===== config.mk =====
export PLATFORM = sky130hd
export DESIGN_NAME = bus_txgen
export DESIGN_NICKNAME = d
export VERILOG_FILES = /design/src/rtl/bus_txgen.sv
export SDC_FILE = /design/constraint.sdc
export NUM_CORES = 1
export LEC_CHECK = 0
export CAP_MARGIN = 20
export CORE_ASPECT_RATIO = 1.4
export CORE_MARGIN = 1.5
export CORE_UTILIZATION = 24
export CTS_CLUSTER_SIZE = 14
export DETAILED_ROUTE_END_ITERATION = 16
export GPL_ROUTABILITY_DRIVEN = 0
export HOLD_SLACK_MARGIN = 0.06
export PLACE_DENSITY_LB_ADDON = 0.08
export SLEW_MARGIN = 20
export SYNTH_ARGS = -nofsm -noshare
export SYNTH_HDL_FRONTEND = slang
export SYNTH_SLANG_ARGS = --single-unit
export TNS_END_PERCENT = 10

===== constraint.sdc =====
create_clock -name sys_clk -period 4 [get_ports sys_clk]
set_clock_uncertainty 0.15 [all_clocks]
set_input_delay 1 -clock sys_clk [delete_from_list [all_inputs] [get_ports sys_clk]]
set_output_delay 1 -clock sys_clk [all_outputs]
set_load 0.05 [all_outputs]

===== src/rtl/bus_txgen.sv =====
// bus_txgen: bus response frame generator.
// On a read command it fetches one sensor value, builds a 12-byte response
// frame (header, sensor ID, status, data, CRC-16/MODBUS) and streams it
// byte-by-byte to the byte transmitter. One extra command can wait in a
// single-entry pending buffer; commands beyond that are dropped.
module bus_txgen #(
  parameter logic [15:0] DEV_ID  = 16'h0001,
  parameter int unsigned TIMEOUT = 1000
) (
  input  logic        sys_clk,
  input  logic        sys_rst,
  input  logic [7:0]  ret_cmd,
  input  logic        ret_cmd_flg,
  output logic [7:0]  sen_rd_id,
  output logic        sen_rd_req,
  input  logic [31:0] sen_rd_data,
  input  logic        sen_rd_ack,
  output logic [7:0]  tx_data,
  output logic        tx_start,
  input  logic        tx_done,
  output logic        busy,
  output logic        cmd_drop
);

  localparam int unsigned TW = (TIMEOUT > 2) ? $clog2(TIMEOUT) : 1;
  localparam logic [TW-1:0] TMO_LAST = TW'(TIMEOUT - 1);

  typedef enum logic [2:0] {
    S_IDLE,
    S_REQ,
    S_WAIT_ACK,
    S_SEND,
    S_WAIT_DONE
  } state_t;

  state_t        r_state;
  logic [7:0]    r_pend_id;
  logic          r_pend_vld;
  logic [31:0]   r_data;
  logic [7:0]    r_status;
  logic [3:0]    r_idx;
  logic [TW-1:0] r_timer;
  logic [15:0]   r_crc;
  logic [7:0]    r_sen_rd_id;
  logic          r_sen_rd_req;
  logic [7:0]    r_tx_data;
  logic          r_tx_start;
  logic          r_busy;
  logic          r_cmd_drop;

  logic [7:0]    w_byte;
  logic [15:0]   w_crc_next;
  logic [7:0]    w_new_id;

  // CRC-16/MODBUS, one byte per call (reflected poly 0xA001)
  function automatic logic [15:0] crc16_byte(input logic [15:0] c, input logic [7:0] d);
    logic [15:0] x;
    x = c ^ {8'h00, d};
    for (int unsigned i = 0; i < 8; i++) begin
      x = x[0] ? ((x >> 1) ^ 16'hA001) : (x >> 1);
    end
    return x;
  endfunction

  // Frame byte selected by the current byte index
  always_comb begin
    w_byte = r_crc[15:8];
    case (r_idx)
      4'd0:    w_byte = DEV_ID[15:8];
      4'd1:    w_byte = DEV_ID[7:0];
      4'd2:    w_byte = 8'h08;
      4'd3:    w_byte = 8'h00;
      4'd4:    w_byte = r_sen_rd_id;
      4'd5:    w_byte = r_status;
      4'd6:    w_byte = r_data[7:0];
      4'd7:    w_byte = r_data[15:8];
      4'd8:    w_byte = r_data[23:16];
      4'd9:    w_byte = r_data[31:24];
      4'd10:   w_byte = r_crc[7:0];
      default: w_byte = r_crc[15:8];
    endcase
  end

  // Next CRC value and the ID to serve when leaving IDLE (pending first)
  always_comb begin
    w_crc_next = crc16_byte(r_crc, w_byte);
    w_new_id   = r_pend_vld ? r_pend_id : ret_cmd;
  end

  // Frame FSM, pending buffer and all registered outputs
  always_ff @(posedge sys_clk or posedge sys_rst) begin
    if (sys_rst) begin
      r_state      <= S_IDLE;
      r_pend_id    <= '0;
      r_pend_vld   <= 1'b0;
      r_data       <= '0;
      r_status     <= '0;
      r_idx        <= '0;
      r_timer      <= '0;
      r_crc        <= '1;
      r_sen_rd_id  <= '0;
      r_sen_rd_req <= 1'b0;
      r_tx_data    <= '0;
      r_tx_start   <= 1'b0;
      r_busy       <= 1'b0;
      r_cmd_drop   <= 1'b0;
    end else begin
      r_sen_rd_req <= 1'b0;
      r_tx_start   <= 1'b0;
      r_cmd_drop   <= 1'b0;

      if (r_busy && ret_cmd_flg) begin
        if (!r_pend_vld) begin
          r_pend_id  <= ret_cmd;
          r_pend_vld <= 1'b1;
        end else begin
          r_cmd_drop <= 1'b1;
        end
      end

      case (r_state)
        S_IDLE: begin
          if (r_pend_vld || ret_cmd_flg) begin
            r_sen_rd_id  <= w_new_id;
            r_sen_rd_req <= 1'b1;
            r_busy       <= 1'b1;
            r_crc        <= '1;
            r_idx        <= '0;
            r_state      <= S_REQ;
            // A fresh command arriving while the pending one is consumed
            // refills the buffer instead of being lost.
            if (r_pend_vld) begin
              r_pend_vld <= ret_cmd_flg;
              r_pend_id  <= ret_cmd;
            end
          end
        end
        S_REQ: begin
          r_timer <= '0;
          r_state <= S_WAIT_ACK;
        end
        S_WAIT_ACK: begin
          if (sen_rd_ack) begin
            r_data   <= sen_rd_data;
            r_status <= 8'h03;
            r_state  <= S_SEND;
          end else if (r_timer == TMO_LAST) begin
            r_data   <= '1;
            r_status <= 8'hEE;
            r_state  <= S_SEND;
          end else begin
            r_timer <= r_timer + TW'(1);
          end
        end
        S_SEND: begin
          r_tx_start <= 1'b1;
          r_tx_data  <= w_byte;
          if (r_idx <= 4'd9) begin
            r_crc <= w_crc_next;
          end
          r_state <= S_WAIT_DONE;
        end
        S_WAIT_DONE: begin
          if (tx_done) begin
            if (r_idx == 4'd11) begin
              r_idx   <= '0;
              r_busy  <= 1'b0;
              r_state <= S_IDLE;
            end else begin
              r_idx   <= r_idx + 4'd1;
              r_state <= S_SEND;
            end
          end
        end
        default: r_state <= S_IDLE;
      endcase
    end
  end

  assign sen_rd_id  = r_sen_rd_id;
  assign sen_rd_req = r_sen_rd_req;
  assign tx_data    = r_tx_data;
  assign tx_start   = r_tx_start;
  assign busy       = r_busy;
  assign cmd_drop   = r_cmd_drop;

endmodule


**Word-level counts from Yosys, hierarchy flattened**

Cells that the tools add are included.

- Muxes and demuxes: 47
- $lt $le $gt $ge: 1
- Add/sub/neg operators: 2
- Reductions and logical operators: 16
- Equality and inequality tests: 23
- Bitwise gates (word level): 9

Operator list:

| kind | number |
|---|---|
| 2-to-1 mux 16 bit | 10 |
| case mux 8 bit (10 select lines) | 1 |
| 2-to-1 mux 32 bit | 2 |
| 2-to-1 mux 8 bit | 7 |
| case mux 16 bit (2 select lines) | 1 |
| inverter 2 -> 3 bit | 8 |
| 2-to-1 mux 10 bit | 2 |
| case mux 10 bit (2 select lines) | 1 |
| equality test 4 x 3 -> 1 bit, second input constant | 4 |
| equality test 4 bit, second input constant | 4 |
| XOR 16 x 8 -> 16 bit | 1 |
| case mux 3 bit (5 select lines) | 1 |
| 2-to-1 mux 1 bit | 12 |
| 2-to-1 mux 3 bit | 4 |
| 2-to-1 mux 4 bit | 3 |
| != test 2 bit, second input constant | 6 |
| AND reduction 3 bit | 4 |
| adder 10 x 1 -> 10 bit, second input constant | 1 |
| equality test 10 bit, second input constant | 1 |
| equality test 4 x 2 -> 1 bit, second input constant | 2 |
| case mux 4 bit (2 select lines) | 1 |
| nonzero test 2 bit | 4 |
| equality test 3 x 2 -> 1 bit, second input constant | 2 |
| adder 4 x 1 -> 4 bit, second input constant | 1 |
| other kinds (14) | 15 |

- Flip-flop bits (word level): 102
- Word-level logic and storage cells: 112
- Bits of input ports: 45

**Depth between registers and ports, before layout**

Gate-level depths: netlist of run 1.

- Depth after elaboration: 22
- Depth in mapped cells: 12

**Worst setup path before layout of run 1**

No wires, ideal clock.

- Kind: register -> register
- From: reg r_idx[0]
- To: reg r_crc[0]
- Clock period less this slack: 2.987 ns
- Setup slack: 1.013 ns
- Stages on the path, launching flop included: 13
- Data required time: 3.777 ns
- Arrival time: 2.764 ns
- Library setup time: 0.073 ns
- Buffers on the path: 2
- Path through: dfrtp_1 inv_1 ha_1 buf_6 buf_2 a222oi_1 o22ai_1 a211oi_2 xnor2_1 xor2_1 xnor3_1 xor2_1 a21oi_1

- Word-level cells in the longest chain between the ends: 15
- Elaborated cells on any way between the ends: 34

Ends and longest elaborated chain:

| item | RTL line | text |
|---|---|---|
| start: declaration | 41 | `logic [3:0] r_idx;` |
| start signal: assignment | 170 | `r_idx <= r_idx + 4'd1;` |
| equality test 4 x 2 -> 1 bit / logical NOT 4 bit (equally long branches) | 68 | `case (r_idx)` |
| OR reduction 2 bit (no line) | -- |  |
| case mux 8 bit (10 select lines) | 68 |  |
| XOR 16 x 8 -> 16 bit | 58 | `x = c ^ {8'h00, d};` |
| 2-to-1 mux 16 bit / inverter 2 -> 3 bit (equally long branches) (6 in series) | -- |  |
| inverter 2 -> 3 bit (no line) / 2-to-1 mux 16 bit (equally long branches) | -- |  |
| 2-to-1 mux 16 bit (2 in series) | 60 | `x = x[0] ? ((x >> 1) ^ 16'hA001) : (x >> 1);` |
| 2-to-1 mux 16 bit | 158 | `if (r_idx <= 4'd9) begin` |
| case mux 16 bit (2 select lines) | 121 | `case (r_state)` |
| end signal: assignment | 159 | `r_crc <= w_crc_next;` |
| end: declaration | 43 | `logic [15:0] r_crc;` |

Several ways; a longest one is shown, not always the timed one. The select of a mux whose other input is x is not followed.
A chain may end at the register's enable or synchronous reset.

**Final worst setup path of run 1**

- From: reg r_idx[1]
- To: reg r_crc[0]

The elaborated chain is that of the path after synthesis.

==> metrics.md, run 1 <==
| Metric | Value |
|---|---|
| Initial DRC Count | `220` |
| Port Buffers | `64` |
| Starting density of the core | `0.247` |
| Syn Nets | `476` |
| Root buffer cell | `clkbuf_16` |
| # nets final | `533` |
| Power Total | `4940 uW` |
| Synthesis Warnings | `0` |
| Post-CTS setup buffers | `0` |
| Crit. End Element | `register` |
| Outcome | `finished, final reports clean` |
| Die width | `120 um` |
| Net Sw Frac | `0.413` |
| Syn Std Cell Area | `4630 um^2` |
| Setup TNS | `0 ns` |
| Final WL | `13500 um` |
| Pre-antenna DRT Iters | `5` |
| First-pass GRT wire length | `21500 um` |
| Clock power share | `0.186` |
| DRC violations left | `0` |
| Commonest cells after routing, fill and taps aside | `dfrtp_1 (81), clkdlybuf4s50_1 (64), nand2_1 (34), nor2_1 (34), o22a_1 (32)` |
| Final Instance Area | `5860 um^2` |
| Worst r2r path cells | `10` |
| Worst hold-check path type | `register to register` |
| Placed inst area | `5550 um^2` |
| Max IR drop VDD | `0.378 mV` |
| Hold path start | `r_status[1]$_DFFE_PP0P_` |
| Htree depth | `3` |
| Ant diodes | `0` |
| Syn Inst Count | `426` |
| Pwr Density | `843 nW/um^2` |
| # rows | `59` |
| Max Cap Viol | `0` |
| Final worst slack | `0.540 ns` |
| Worst reg2reg startpoint | `r_idx[1]$_DFFE_PP0P_` |
| Synthesis-to-layout area growth | `26.6%` |
| Psw | `2040 uW` |
| Worst hold slack | `0.324 ns` |
| Yosys top cell by area | `dfrtp_1` |
| Dpl ws | `0.535 ns` |
| Hold depth | `1` |
| Comb power frac | `0.444` |
| Maximum fanout along the worst path | `15` |
| Post-CTS Resized | `0` |
| Post-synth EDFFs | `0` |
| Hold Fails Final Rpt | `0` |
| Post-route minimum period | `3.46 ns` |
| Post-synth top flop | `dfrtp_1` |
| Internal power | `2900 uW` |
| Syn_area_per_cell | `10.9 um^2` |
| Pleak | `0.00232 uW` |
| Top post-synthesis cells by area | `dfrtp_1 (44%), dfstp_2 (9.1%), o22a_1 (6.1%)` |
| Critical path class | `register to register` |
| Die height | `167 um` |
| Clk slew on worst S/H paths | `0.08 ns` |
| Worst Setup SP | `r_idx[1]$_DFFE_PP0P_` |
| TritonCTS Buffers | `9` |
| Vias | `3500` |
| Cts hold-fix bufs | `0` |
| Total Routing Usage GR | `0.141` |
| Clk buf depth | `2` |
| Layout cell share with drive strength beyond 1 | `0.137` |
| Largest net degree at the start of global routing | `46` |
| Pins Over Slew Limit | `0` |
| Final-report setup violation count | `0` |
| I/O pins | `65` |
| Most common cell after layout, fill and taps aside | `dfrtp_1` |
| RSZ-0062 raised after global routing | `false` |
| Dpl hpwl | `10100 um` |
| TritonCTS clock tree | `built` |
| Yosys reg bits | `97` |
| Vias in the first global route | `3714` |
| Die area | `20100 um^2` |
| Rel. slew slack | `0.305` |
| Max Freq | `0.289 GHz` |
| Initial antenna violation count | `0` |
| Core area | `18800 um^2` |
| Element type at the critical path start | `register` |
| Async set-or-reset flop fraction in the synthesized netlist | `1.00` |
| Reg power frac | `0.369` |
| CP arrival | `3.60 ns` |
| Synth top area share | `0.438` |
| Final worst-path cycle share | `0.865` |
| Netlist cell types | `51` |
| WP data required | `4.14 ns` |
| Wire per inst | `18.4 um` |
| Clock Latency Late Sink | `0.36 ns` |
| Routed Antenna Nets | `0` |
| Fillcell total | `1972` |
| # clock sinks | `97` |
| Register area share after synthesis | `0.529` |
| Worst Tran Pin Value | `1.04 ns` |
| Total congestion overflow | `0` |
| Vias per inst | `4.78` |
[through the flow]
step                std cells  utilization
floorplan                 426            -
global placement          716        0.296
detailed placement        716        0.296
CTS                       732        0.312
global route              732        0.312
finish                    732        0.312
[logic make-up (layout without fill, tap and decap cells)]
family	Yosys count	in the layout	share of synthesized area
buffers and inverters	36	98	0.0338
multiplexers	22	22	0.0511
AND/OR/NAND/NOR	122	122	0.122
XOR/XNOR	29	29	0.0641
AO/OA/AOI/OAI	115	115	0.187
adder cells (fa/ha/maj)	5	5	0.0135
flip-flops	97	97	0.529
[per-layer routing]
metal,GRT usage,part of all wire,vias up
met3,0.0266,0.025,5
met1,0.171,0.43,1774
met5,0,0,-
met2,0.246,0.54,52
li1,-,-,1669
met4,0.0491,0.0083,0
[flip-flops by register name (all words and copies together), names as in the netlist]
signal and count:
busy 1, cmd_drop 1, r_crc 16, r_data 32, r_idx 4, r_pend_id 8, r_pend_vld 1, r_state 3
r_status 3, r_timer 10, sen_rd_id 8, sen_rd_req 1, tx_data 8, tx_start 1
[final cells by class]
class / instances / area, um^2 / share of cell area
Clock inverter: 7 / 82.6 / 0.0141
Clock buffer: 9 / 225 / 0.0384
Tap cell: 244 / 305 / 0.0521
Sequential cell: 97 / 2450 / 0.418
Timing Repair Buffer: 74 / 728 / 0.124
Multi-Input combinational cell: 293 / 2040 / 0.348
Inverter: 8 / 32.5 / 0.00555
[power by group through the flow]
stage	clock network (uW)	logic, uW	registers, uW
after floorplan	0	1460	1890
after global placement	0	2190	1870
after detailed placement	0	2220	1850
after CTS	956	2230	1840
after global routing	994	2410	1880
final	919	2190	1820
[Yosys cell counts (2+ instances only)]
| cell | n |
|---|---|
| inv_1 | 8 |
| nor3_1 | 20 |
| mux2_2 | 13 |
| a221o_1 | 2 |
| buf_1 | 2 |
| nand2b_1 | 5 |
| nand2_1 | 34 |
| xnor2_2 | 2 |
| and3_1 | 2 |
| o31ai_1 | 2 |
| a21oi_1 | 28 |
| nand3_1 | 9 |
| nor2_1 | 35 |
| a22oi_1 | 7 |
| clkbuf_1 | 19 |
| o21ai_0 | 17 |
| dfrtp_1 | 81 |
| xnor3_1 | 2 |
| a32o_1 | 2 |
| xor2_1 | 10 |
| o22ai_1 | 3 |
| a22o_1 | 2 |
| a222oi_1 | 9 |
| nand4_1 | 3 |
| or3_1 | 3 |
| buf_2 | 4 |
| nand3b_1 | 2 |
| dfstp_2 | 16 |
| nor4_1 | 2 |
| xnor2_1 | 15 |
| mux2i_1 | 9 |
| o22a_1 | 32 |
| ha_1 | 5 |
| buf_6 | 2 |
| nor2b_1 | 3 |
[worst max-delay path: stages, from the launching register on]
cell	delay, ns
dfrtp_1	0.41
inv_1	0.13
ha_1	0.53
nor3_1	0.11
o22a_4	0.30
a221oi_4	0.35
xnor2_2	0.18
xnor3_1	0.47
xnor3_1	0.41
xor2_1	0.18
a21oi_1	0.15
[final timing paths]
kind / slack, ns / endpoint
worst max-delay path: 0.54 / r_crc[0]$_DFFE_PP1P_
worst max register to register: 0.54 / r_crc[0]$_DFFE_PP1P_
worst min-delay path: 0.32 / r_status[1]$_DFFE_PP0P_
max in group asynchronous: 2.12 / r_crc[9]$_DFFE_PP1P_
worst min register to register: 0.32 / r_status[1]$_DFFE_PP0P_
min in group asynchronous: 0.83 / r_timer[6]$_DFFE_PP0P_
Note: power is estimated with default switching activity, not from simulation.
==> inputs of run 2 (changes only) <==
--- a/config.mk
+++ b/config.mk
@@ -5,7 +5,7 @@
 export SDC_FILE = /design/constraint.sdc
 export NUM_CORES = 1
 export LEC_CHECK = 0
-export CAP_MARGIN = 20
+export CAP_MARGIN = 25
 export CORE_ASPECT_RATIO = 1.4
 export CORE_MARGIN = 1.5
 export CORE_UTILIZATION = 24
==> metrics.md, run 2 (synthesized netlist as in run 1, its figures left out) <==
| Metric | Value |
|---|---|
| Final worst-path cycle share | `0.870 (+0.00497)` |
| Maximum fanout along the worst path | `15 (unchanged)` |
| Pwr Density | `835 nW/um^2 (-0.87%)` |
| First-pass GRT wire length | `21200 um (-1.4%)` |
| Dpl hpwl | `10100 um (+0.13%)` |
| Most common cell after layout, fill and taps aside | `dfrtp_1` |
| Port Buffers | `64 (unchanged)` |
| Vias in the first global route | `3644 (-1.9%)` |
| Hold Fails Final Rpt | `0 (unchanged)` |
| Slowest CP cell | `ha_1` |
| CP arrival | `3.62 ns (+0.02 ns)` |
| # nets final | `534 (+0.19%)` |
| Fillcell total | `1994 (+1.1%)` |
| Vias | `3478 (-0.63%)` |
| TritonCTS Buffers | `9 (unchanged)` |
| Layout cell share with drive strength beyond 1 | `0.139 (+0.00176)` |
| Outcome | `finished, final reports clean` |
| RSZ-0062 raised after global routing | `false` |
| Largest net degree at the start of global routing | `46 (unchanged)` |
| WHS Endpoint | `r_status[0]$_DFFE_PP0P_` |
| Most frequent CP cell | `xnor3_1` |
| Hold depth | `2 (+1)` |
| # rows | `59 (unchanged)` |
| Total Routing Usage GR | `0.139 (-0.00158)` |
| Element type at the critical path start | `register` |
| Final-report setup violation count | `0 (unchanged)` |
| Total congestion overflow | `0 (unchanged)` |
| Worst r2r path cells | `10 (unchanged)` |
| Reg with most FFs | `r_data` |
| Biggest regs | `r_data: 32 flops, r_crc: 16 flops, r_timer: 10 flops` |
| Synthesis-to-layout area growth | `26.4%` |
| Routed Antenna Nets | `0 (unchanged)` |
| Multi-input gate area in the final layout | `2040 um^2 (unchanged)` |
| Clock Latency Late Sink | `0.36 ns (about the same)` |
| Core area | `18800 um^2 (unchanged)` |
| Cts hold-fix bufs | `0 (unchanged)` |
| Vias per inst | `4.74 (-0.76%)` |
| Worst reg2reg startpoint | `r_idx[1]$_DFFE_PP0P_` |
| Wire per inst | `18.2 um (-0.98%)` |
| I/O pins | `65 (unchanged)` |
| Post-CTS setup buffers | `0 (unchanged)` |
| Critical path class | `register to register` |
| Worst hold-check path type | `register to register` |
| Worst Tran Pin Value | `0.743 ns (-0.298 ns)` |
| Pleak | `0.00232 uW (about the same)` |
| Post-route minimum period | `3.48 ns (+0.0199 ns)` |
| WP data required | `4.14 ns (about the same)` |
| Die area | `20100 um^2 (unchanged)` |
| Die width | `120 um (unchanged)` |
| Pins Over Slew Limit | `0 (unchanged)` |
| Final WL | `13400 um (-0.85%)` |
| Largest stage delay, worst path | `0.54 ns (about the same)` |
| Post-CTS Resized | `0 (unchanged)` |
| Rel. slew slack | `0.501 (+0.197)` |
| Crit. End Element | `register` |
| Final worst slack | `0.520 ns (-0.0199 ns)` |
| Hold path start | `r_status[0]$_DFFE_PP0P_` |
| DRC violations left | `0 (unchanged)` |
| Pre-antenna DRT Iters | `5 (unchanged)` |
| Clk slew on worst S/H paths | `0.07 ns (about the same)` |
| Ant diodes | `0 (unchanged)` |
| Initial DRC Count | `158 (-28%)` |
| Max Cap Viol | `0 (unchanged)` |
| Max Freq | `0.287 GHz (-0.57%)` |
| Die height | `167 um (unchanged)` |
| Crit Reg-Reg Endpoint | `r_crc[0]$_DFFE_PP1P_` |
| Root buffer cell | `clkbuf_16` |
| FF+latch area | `2450 um^2 (unchanged)` |
| Worst-path cell chain | `inv_1, ha_1, nor3_1, o22a_4, a221oi_4, xnor2_2, xnor3_1, xnor3_1, xor2_1, a21oi_1` |
| Starting density of the core | `0.247 (unchanged)` |
| TritonCTS clock tree | `built` |
| Max IR drop VDD | `0.354 mV (-6.5%)` |
| Initial antenna violation count | `0 (unchanged)` |
| Setup TNS | `0 ns (unchanged)` |
| R2R Setup Slk | `0.52 ns (-0.02 ns)` |
| Dpl ws | `0.533 ns (-0.00267 ns)` |
| Max reg flops | `32 (unchanged)` |
| Clk buf depth | `2 (unchanged)` |
| Commonest cells after routing, fill and taps aside | `dfrtp_1 (81), clkdlybuf4s50_1 (64), nand2_1 (34), nor2_1 (34), o22a_1 (32)` |
| Htree depth | `3 (unchanged)` |
| # clock sinks | `97 (unchanged)` |
-- run 2: cell types whose count changed in the layout (fill, tap and decap cells not counted) --
cell and delta:
bufinv_16 -1, clkinv_2 -1, clkinv_4 +2, inv_8 -1, inv_6 +1, clkinvlp_4 -1, clkbuf_8 +1, buf_2 +1
-- run 2: critical path, delay by kind of cell (launching register included) --
| kind | cells | cell delay [ns] |
|---|---|---|
| xor gates and xnor gates | 4 | 1.23 |
| buffers and inverters | 1 | 0.14 |
| and+or+nand+nor | 1 | 0.11 |
| DFF | 1 | 0.40 |
| adders and majority gates | 1 | 0.54 |
| AOI/OAI and AO/OA | 3 | 0.82 |
-- run 2: per-stage QoR --
step	total power (uW)	area, um^2	cells	utilization	hold WS (ns)
after floorplan	3350	4630	426	-	0.288
after global placement	4050	5550	716	0.296	0.311
after detailed placement	4080	5560	717	0.296	0.311
after CTS	4970	5850	733	0.312	0.329
after global routing	5230	5850	733	0.312	0.354
final	4890	5850	733	0.312	0.328
-- run 2: per-layer routing --
metal	wire length [um]	global-route usage
met1	5690	0.170
met2	7020	0.239
met3	411	0.0296
met4	241	0.0517
met5	0	0
-- run 2: area by class of cell --
type	count	share of cell area
Inverter	8	0.00556
Timing Repair Buffer	75	0.125
Sequential cell	97	0.418
Clock buffer	10	0.0408
Tap cell	244	0.0522
Clock inverter	6	0.00941
Multi-Input combinational cell	293	0.348
-- run 2: how the worst max path moves through the flow --
stage / cells past startpoint / from / end
2_1_floorplan: 1 / sys_rst / busy$_DFFE_PP0P_
3_3_place_gp: 10 / r_idx[1]$_DFFE_PP0P_ / r_crc[0]$_DFFE_PP1P_
3_5_place_dp: 10 / r_idx[1]$_DFFE_PP0P_ / r_crc[0]$_DFFE_PP1P_
4_1_cts: 10 / r_idx[1]$_DFFE_PP0P_ / r_crc[0]$_DFFE_PP1P_
5_1_grt: 10 / r_idx[1]$_DFFE_PP0P_ / r_crc[0]$_DFFE_PP1P_
6_report: 10 / r_idx[1]$_DFFE_PP0P_ / r_crc[0]$_DFFE_PP1P_
-- run 2: report_power, final --
group	switching [uW]	internal, uW	leakage [uW]
registers	408	1410	0.00114
logic	1210	989	0.00104
clock network	418	453	0.000146
total	2030	2860	0.00232
==> inputs of run 3 (changes only) <==
--- a/config.mk
+++ b/config.mk
@@ -14,6 +14,7 @@
 export GPL_ROUTABILITY_DRIVEN = 0
 export HOLD_SLACK_MARGIN = 0.06
 export PLACE_DENSITY_LB_ADDON = 0.08
+export REMOVE_ABC_BUFFERS = 1
 export SLEW_MARGIN = 20
 export SYNTH_ARGS = -nofsm -noshare
 export SYNTH_HDL_FRONTEND = slang
==> metrics.md, run 3 (synthesized netlist as in run 1, its figures left out) <==
| Metric | Value |
|---|---|
| Max IR drop VDD | `0.234 mV (-34%)` |
| Pleak | `0.00232 uW (about the same)` |
| Core area | `18800 um^2 (unchanged)` |
| Crit. End Element | `register` |
| TritonCTS clock tree | `built` |
| RSZ-0062 raised after global routing | `false` |
| # clock sinks | `97 (unchanged)` |
| Max Freq | `0.293 GHz (+1.9%)` |
| Final worst slack | `0.583 ns (+0.0634 ns)` |
| Finished Core Util | `0.313 (+0.00113)` |
| DRC violations left | `0 (unchanged)` |
| Htree depth | `3 (unchanged)` |
| Fillcell total | `1954 (-2.0%)` |
| Outcome | `finished, final reports clean` |
| Commonest cells after routing, fill and taps aside | `dfrtp_1 (81), clkdlybuf4s50_1 (64), nand2_1 (34), nor2_1 (34), o22a_1 (32)` |
| # nets final | `533 (-0.19%)` |
| Largest net degree at the start of global routing | `62 (+35%)` |
| Critical path class | `register to register` |
| Total Routing Usage GR | `0.138 (-0.00114)` |
| Ant diodes | `0 (unchanged)` |
| Net Sw Frac | `0.405 (-0.0101)` |
| Biggest regs | `r_data: 32 flops, r_crc: 16 flops, r_timer: 10 flops` |
| FF+latch area | `2450 um^2 (unchanged)` |
| Psw | `1990 uW (-1.8%)` |
| Max Cap Viol | `0 (unchanged)` |
| Die area | `20100 um^2 (unchanged)` |
| # rows | `59 (unchanged)` |
| Element type at the critical path start | `register` |
| Clock Latency Late Sink | `0.36 ns (about the same)` |
| TritonCTS Buffers | `9 (unchanged)` |
| Routed Antenna Nets | `0 (unchanged)` |
| Vias per inst | `4.70 (-0.87%)` |
| Post-route minimum period | `3.42 ns (-0.0634 ns)` |
| CP arrival | `3.55 ns (-0.07 ns)` |
| I/O pins | `65 (unchanged)` |
| Synthesis-to-layout area growth | `26.8%` |
| Die width | `120 um (unchanged)` |
| Root buffer cell | `clkbuf_16` |
| Hold Fails Final Rpt | `0 (unchanged)` |
| Post-CTS Resized | `0 (unchanged)` |
| Clk buf depth | `2 (unchanged)` |
| Vias in the first global route | `3606 (-1.0%)` |
| Comb power frac | `0.442 (-0.007)` |
| Final WL | `13400 um (+0.19%)` |
| Pins Over Slew Limit | `0 (unchanged)` |
| Initial antenna violation count | `0 (unchanged)` |
| Dpl hpwl | `9750 um (-3.2%)` |
| Pwr Density | `838 nW/um^2 (+0.30%)` |
| Reg power frac | `0.371 (-0.002)` |
| Multi-input gate area in the final layout | `2040 um^2 (+0.25%)` |
| Dpl ws | `0.620 ns (+0.0869 ns)` |
| Starting density of the core | `0.247 (unchanged)` |
| Clock power share | `0.187 (+0.009)` |
| Worst hold-check path type | `register to register` |
| First-pass GRT wire length | `20900 um (-1.3%)` |
| Max reg flops | `32 (unchanged)` |
| Worst Tran Pin Value | `0.873 ns (+0.130 ns)` |
| Reg with most FFs | `r_data` |
| Die height | `167 um (unchanged)` |
| Setup TNS | `0 ns (unchanged)` |
| Clk slew on worst S/H paths | `0.07 ns (about the same)` |
| Final worst-path cycle share | `0.854 (-0.0158)` |
| Port Buffers | `64 (unchanged)` |
| Maximum fanout along the worst path | `11 (-4)` |
| Initial DRC Count | `201 (+27%)` |
| Post-CTS setup buffers | `0 (unchanged)` |
| Internal power | `2920 uW (+2.4%)` |
| Cts hold-fix bufs | `0 (unchanged)` |
| Most common cell after layout, fill and taps aside | `dfrtp_1` |
| Pre-antenna DRT Iters | `4 (-1)` |
| Total congestion overflow | `0 (unchanged)` |
| Power Total | `4920 uW (+0.66%)` |
| Rel. slew slack | `0.414 (-0.0872)` |
| Wire per inst | `18.3 um (+0.33%)` |
| Layout cell share with drive strength beyond 1 | `0.139 (+0.000285)` |
| Vias | `3443 (-1.0%)` |
| WP data required | `4.13 ns (about the same)` |
| Final-report setup violation count | `0 (unchanged)` |
==> run 3: layout make-up <==
class,count,share of cell area
flip-flops and latches,97,0.417
multi-input cells,293,0.348
repair buffers,74,0.124
well taps,244,0.0520
clock buffers,11,0.0430
clock inverters,5,0.0107
inverters,8,0.00554
==> run 3: through the flow <==
| step | cell area, um^2 | hold WS, ns | std cells |
|---|---|---|---|
| CTS | 5870 | 0.331 | 732 |
| floorplan | 4500 | 0.288 | 398 |
| finish | 5870 | 0.327 | 732 |
| global route | 5870 | 0.350 | 732 |
| detailed placement | 5560 | 0.312 | 716 |
| global placement | 5550 | 0.310 | 716 |
==> run 3: critical path: stages, from the launching register on <==
cell	delay (ns)
dfrtp_1	0.41
inv_1	0.15
ha_1	0.46
nor3_1	0.13
o22a_4	0.29
a221oi_4	0.36
xnor2_2	0.19
xnor3_1	0.47
xnor3_1	0.41
xnor2_1	0.16
a21oi_1	0.18
==> run 3: final timing paths <==
check                                             start                 endpoint  slack, ns  depth (start not counted)
worst min-delay path            r_status[1]$_DFFE_PP0P_  r_status[1]$_DFFE_PP0P_       0.33                          1
worst min register to register  r_status[1]$_DFFE_PP0P_  r_status[1]$_DFFE_PP0P_       0.33                          1
worst max register to register     r_idx[0]$_DFFE_PP0P_    r_crc[15]$_DFFE_PP1P_       0.58                         10
max in group asynchronous                       sys_rst    r_crc[14]$_DFFE_PP1P_       2.03                          3
worst max-delay path               r_idx[0]$_DFFE_PP0P_    r_crc[15]$_DFFE_PP1P_       0.58                         10
min in group asynchronous                       sys_rst   r_pend_id[6]$_DFF_PP0_       0.88                          2
==> run 3: power groups by stage <==
stage / Sequential [uW] / Combinational, uW / Clock, uW
floorplan: 1940 / 1350 / 0
global placement: 1870 / 2180 / 0
detailed placement: 1860 / 2200 / 0
CTS: 1840 / 2210 / 957
global route: 1890 / 2390 / 984
finish: 1830 / 2170 / 920
==> run 3: metal layers <==
metal,share of wire,vias to the layer above,wire [um],GRT usage
met3,0.027,15,358,0.0187
met2,0.52,61,6960,0.241
met5,0,-,0,0
met1,0.43,1711,5710,0.165
li1,-,1656,-,-
met4,0.027,0,361,0.0680
==> edit (settings of run 1) <==
The 5 states of `state_t` get a Gray code encoding in 3 bits.
--- a/src/rtl/bus_txgen.sv
+++ b/src/rtl/bus_txgen.sv
@@ -26,11 +26,11 @@
   localparam logic [TW-1:0] TMO_LAST = TW'(TIMEOUT - 1);
 
   typedef enum logic [2:0] {
-    S_IDLE,
-    S_REQ,
-    S_WAIT_ACK,
-    S_SEND,
-    S_WAIT_DONE
+    S_IDLE      = 3'b000,
+    S_REQ       = 3'b001,
+    S_WAIT_ACK  = 3'b011,
+    S_SEND      = 3'b010,
+    S_WAIT_DONE = 3'b110
   } state_t;
 
   state_t        r_state;
Behaviour: same outputs for any inputs over 10 cycles, from zero or initial values and one cycle with sys_rst high; not proved beyond that.
==> edit against run 1 <==
Final cell count grew 0.96%; cell area is 0.41% higher; sequential cell count unchanged; power up 13%; synthesized area rose by 1.0%; worst setup slack got worse by 0.024 ns; wire length down 3.4%; critical path depth down 1.
==> edit: results (changes against run 1) <==
metric	value	unit	change
clkTransAtPathRegs	0.07	ns	
antenna_cells	0		unchanged
grt_util_met1	0.176		+0.00427
post-route-util	0.307		-0.00517
wl_per_cell	17.6	um	-4.3%
dp_hpwl	9180	um	-8.7%
dr_wl_met3	401	um	+18%
final_cells	739		+0.96%
hold_viol	0		unchanged
use_met2	0.220		-0.0267
overflow	0		unchanged
slew_headroom	0.312		+0.00698
placed_cell_area	5580	sq um	+0.59%
hold_class	reg2reg		
arrival	3.60	ns	about the same
reg_top3	r_data: 32 flops, r_crc: 16 flops, r_timer: 10 flops		
status	finished, final reports clean		
met1_length	5890	um	+2.6%
cts_max_path_buffers	2		unchanged
synth_cells	431		+1.2%
synth_nets	481		+1.1%
gr-usage-met3	0.0213		-0.00523
crit_slowest_cell	ha_1		
power.leakage	2.37	nW	+2.2%
drtPass1Iterations	4		-1
grt_start_max_net_pins	98		+110%
drive_above_1_share	0.124		-0.0131
fillers	1995		+1.2%
yosysSeqAreaShare	0.523		-0.00537
dp.cells	723		+0.98%
ys_types	53		+3.9%
grt_pass1_vias	3566		-4.0%
via_per_inst	4.75		-0.58%
route.met2.wl	6520	um	-10%
peakVddDrop	0.345	mV	-8.8%
dp_worst_setup_slack	0.497	ns	-0.0382 ns
cts_resized	0		unchanged
nets	536		+0.56%
critPathMaxStageDelay	0.55	ns	+0.02 ns
grt_pass1_wl	20600	um	-4.0%
ys_top_cells_by_count	81 x dfrtp_1, 43 x nor2_1, 33 x a21oi_1, 32 x o22a_1, 29 x nand2_1		
track_usage	0.134		-0.00714
clock_latency	0.34	ns	-0.02 ns
first_iter_violations	161		-27%
ys_top_cells_by_area	dfrtp_1 43%, dfstp_2 9.0%, o22a_1 6.0%		
crit_fanout	16		+1
edit: changes by cell type in the layout (fill, tap and decap cells not counted), sizes merged, moves of 3 or more:
cell and change:
a21oi +5, a221oi -3, clkbuf +3, nand2 -5
nand4b +4, nor2 +8, nor3 -17
edit: area by class of cell:
class | count | area [sq um] | area share
multi-input cells | 294 | 2070 | 0.351
clock buffers | 12 | 246 | 0.0419
repair buffers | 72 | 713 | 0.121
clock inverters | 4 | 52.6 | 0.00893
well taps | 248 | 310 | 0.0527
inverters | 12 | 47.5 | 0.00808
flip-flops and latches | 97 | 2450 | 0.416
edit: cells by family (layout without fill, tap and decap cells):
group	count (synthesis)	count (layout)	share of synthesized area
flip-flops	97	97	0.523
adder cells (fa/ha/maj)	5	5	0.0134
AND/OR/NAND/NOR	111	111	0.112
XOR/XNOR	31	31	0.0733
buffers and inverters	40	100	0.0350
AO/OA/AOI/OAI	125	125	0.192
multiplexers	22	22	0.0508
edit: worst reg2reg max path, cell delays in order (launching register included):
cell and delay [ns]:
dfrtp_1 0.42, inv_1 0.09, ha_1 0.55, nor3_1 0.13
o221a_2 0.30, or4_4 0.50, xnor3_2 0.41, xnor3_1 0.30
xor3_1 0.43, a21oi_1 0.13
edit: worst paths after layout:
check / startpoint / endpoint / slack (ns) / depth (start not counted)
max reg2reg: r_idx[1] / r_crc[14] / 0.52 / 9
min in group asynchronous: sys_rst / tx_data[2] / 0.98 / 3
max: r_idx[1] / r_crc[14] / 0.52 / 9
min reg2reg: r_status[1] / r_status[1] / 0.32 / 1
min: r_status[1] / r_status[1] / 0.32 / 1
max in group asynchronous: sys_rst / r_pend_id[6] / 2.25 / 3
edit: power by group:
group          internal [mW]  switching, mW
Sequential              1.45          0.421
Combinational           1.47           1.36
Clock                  0.503          0.381
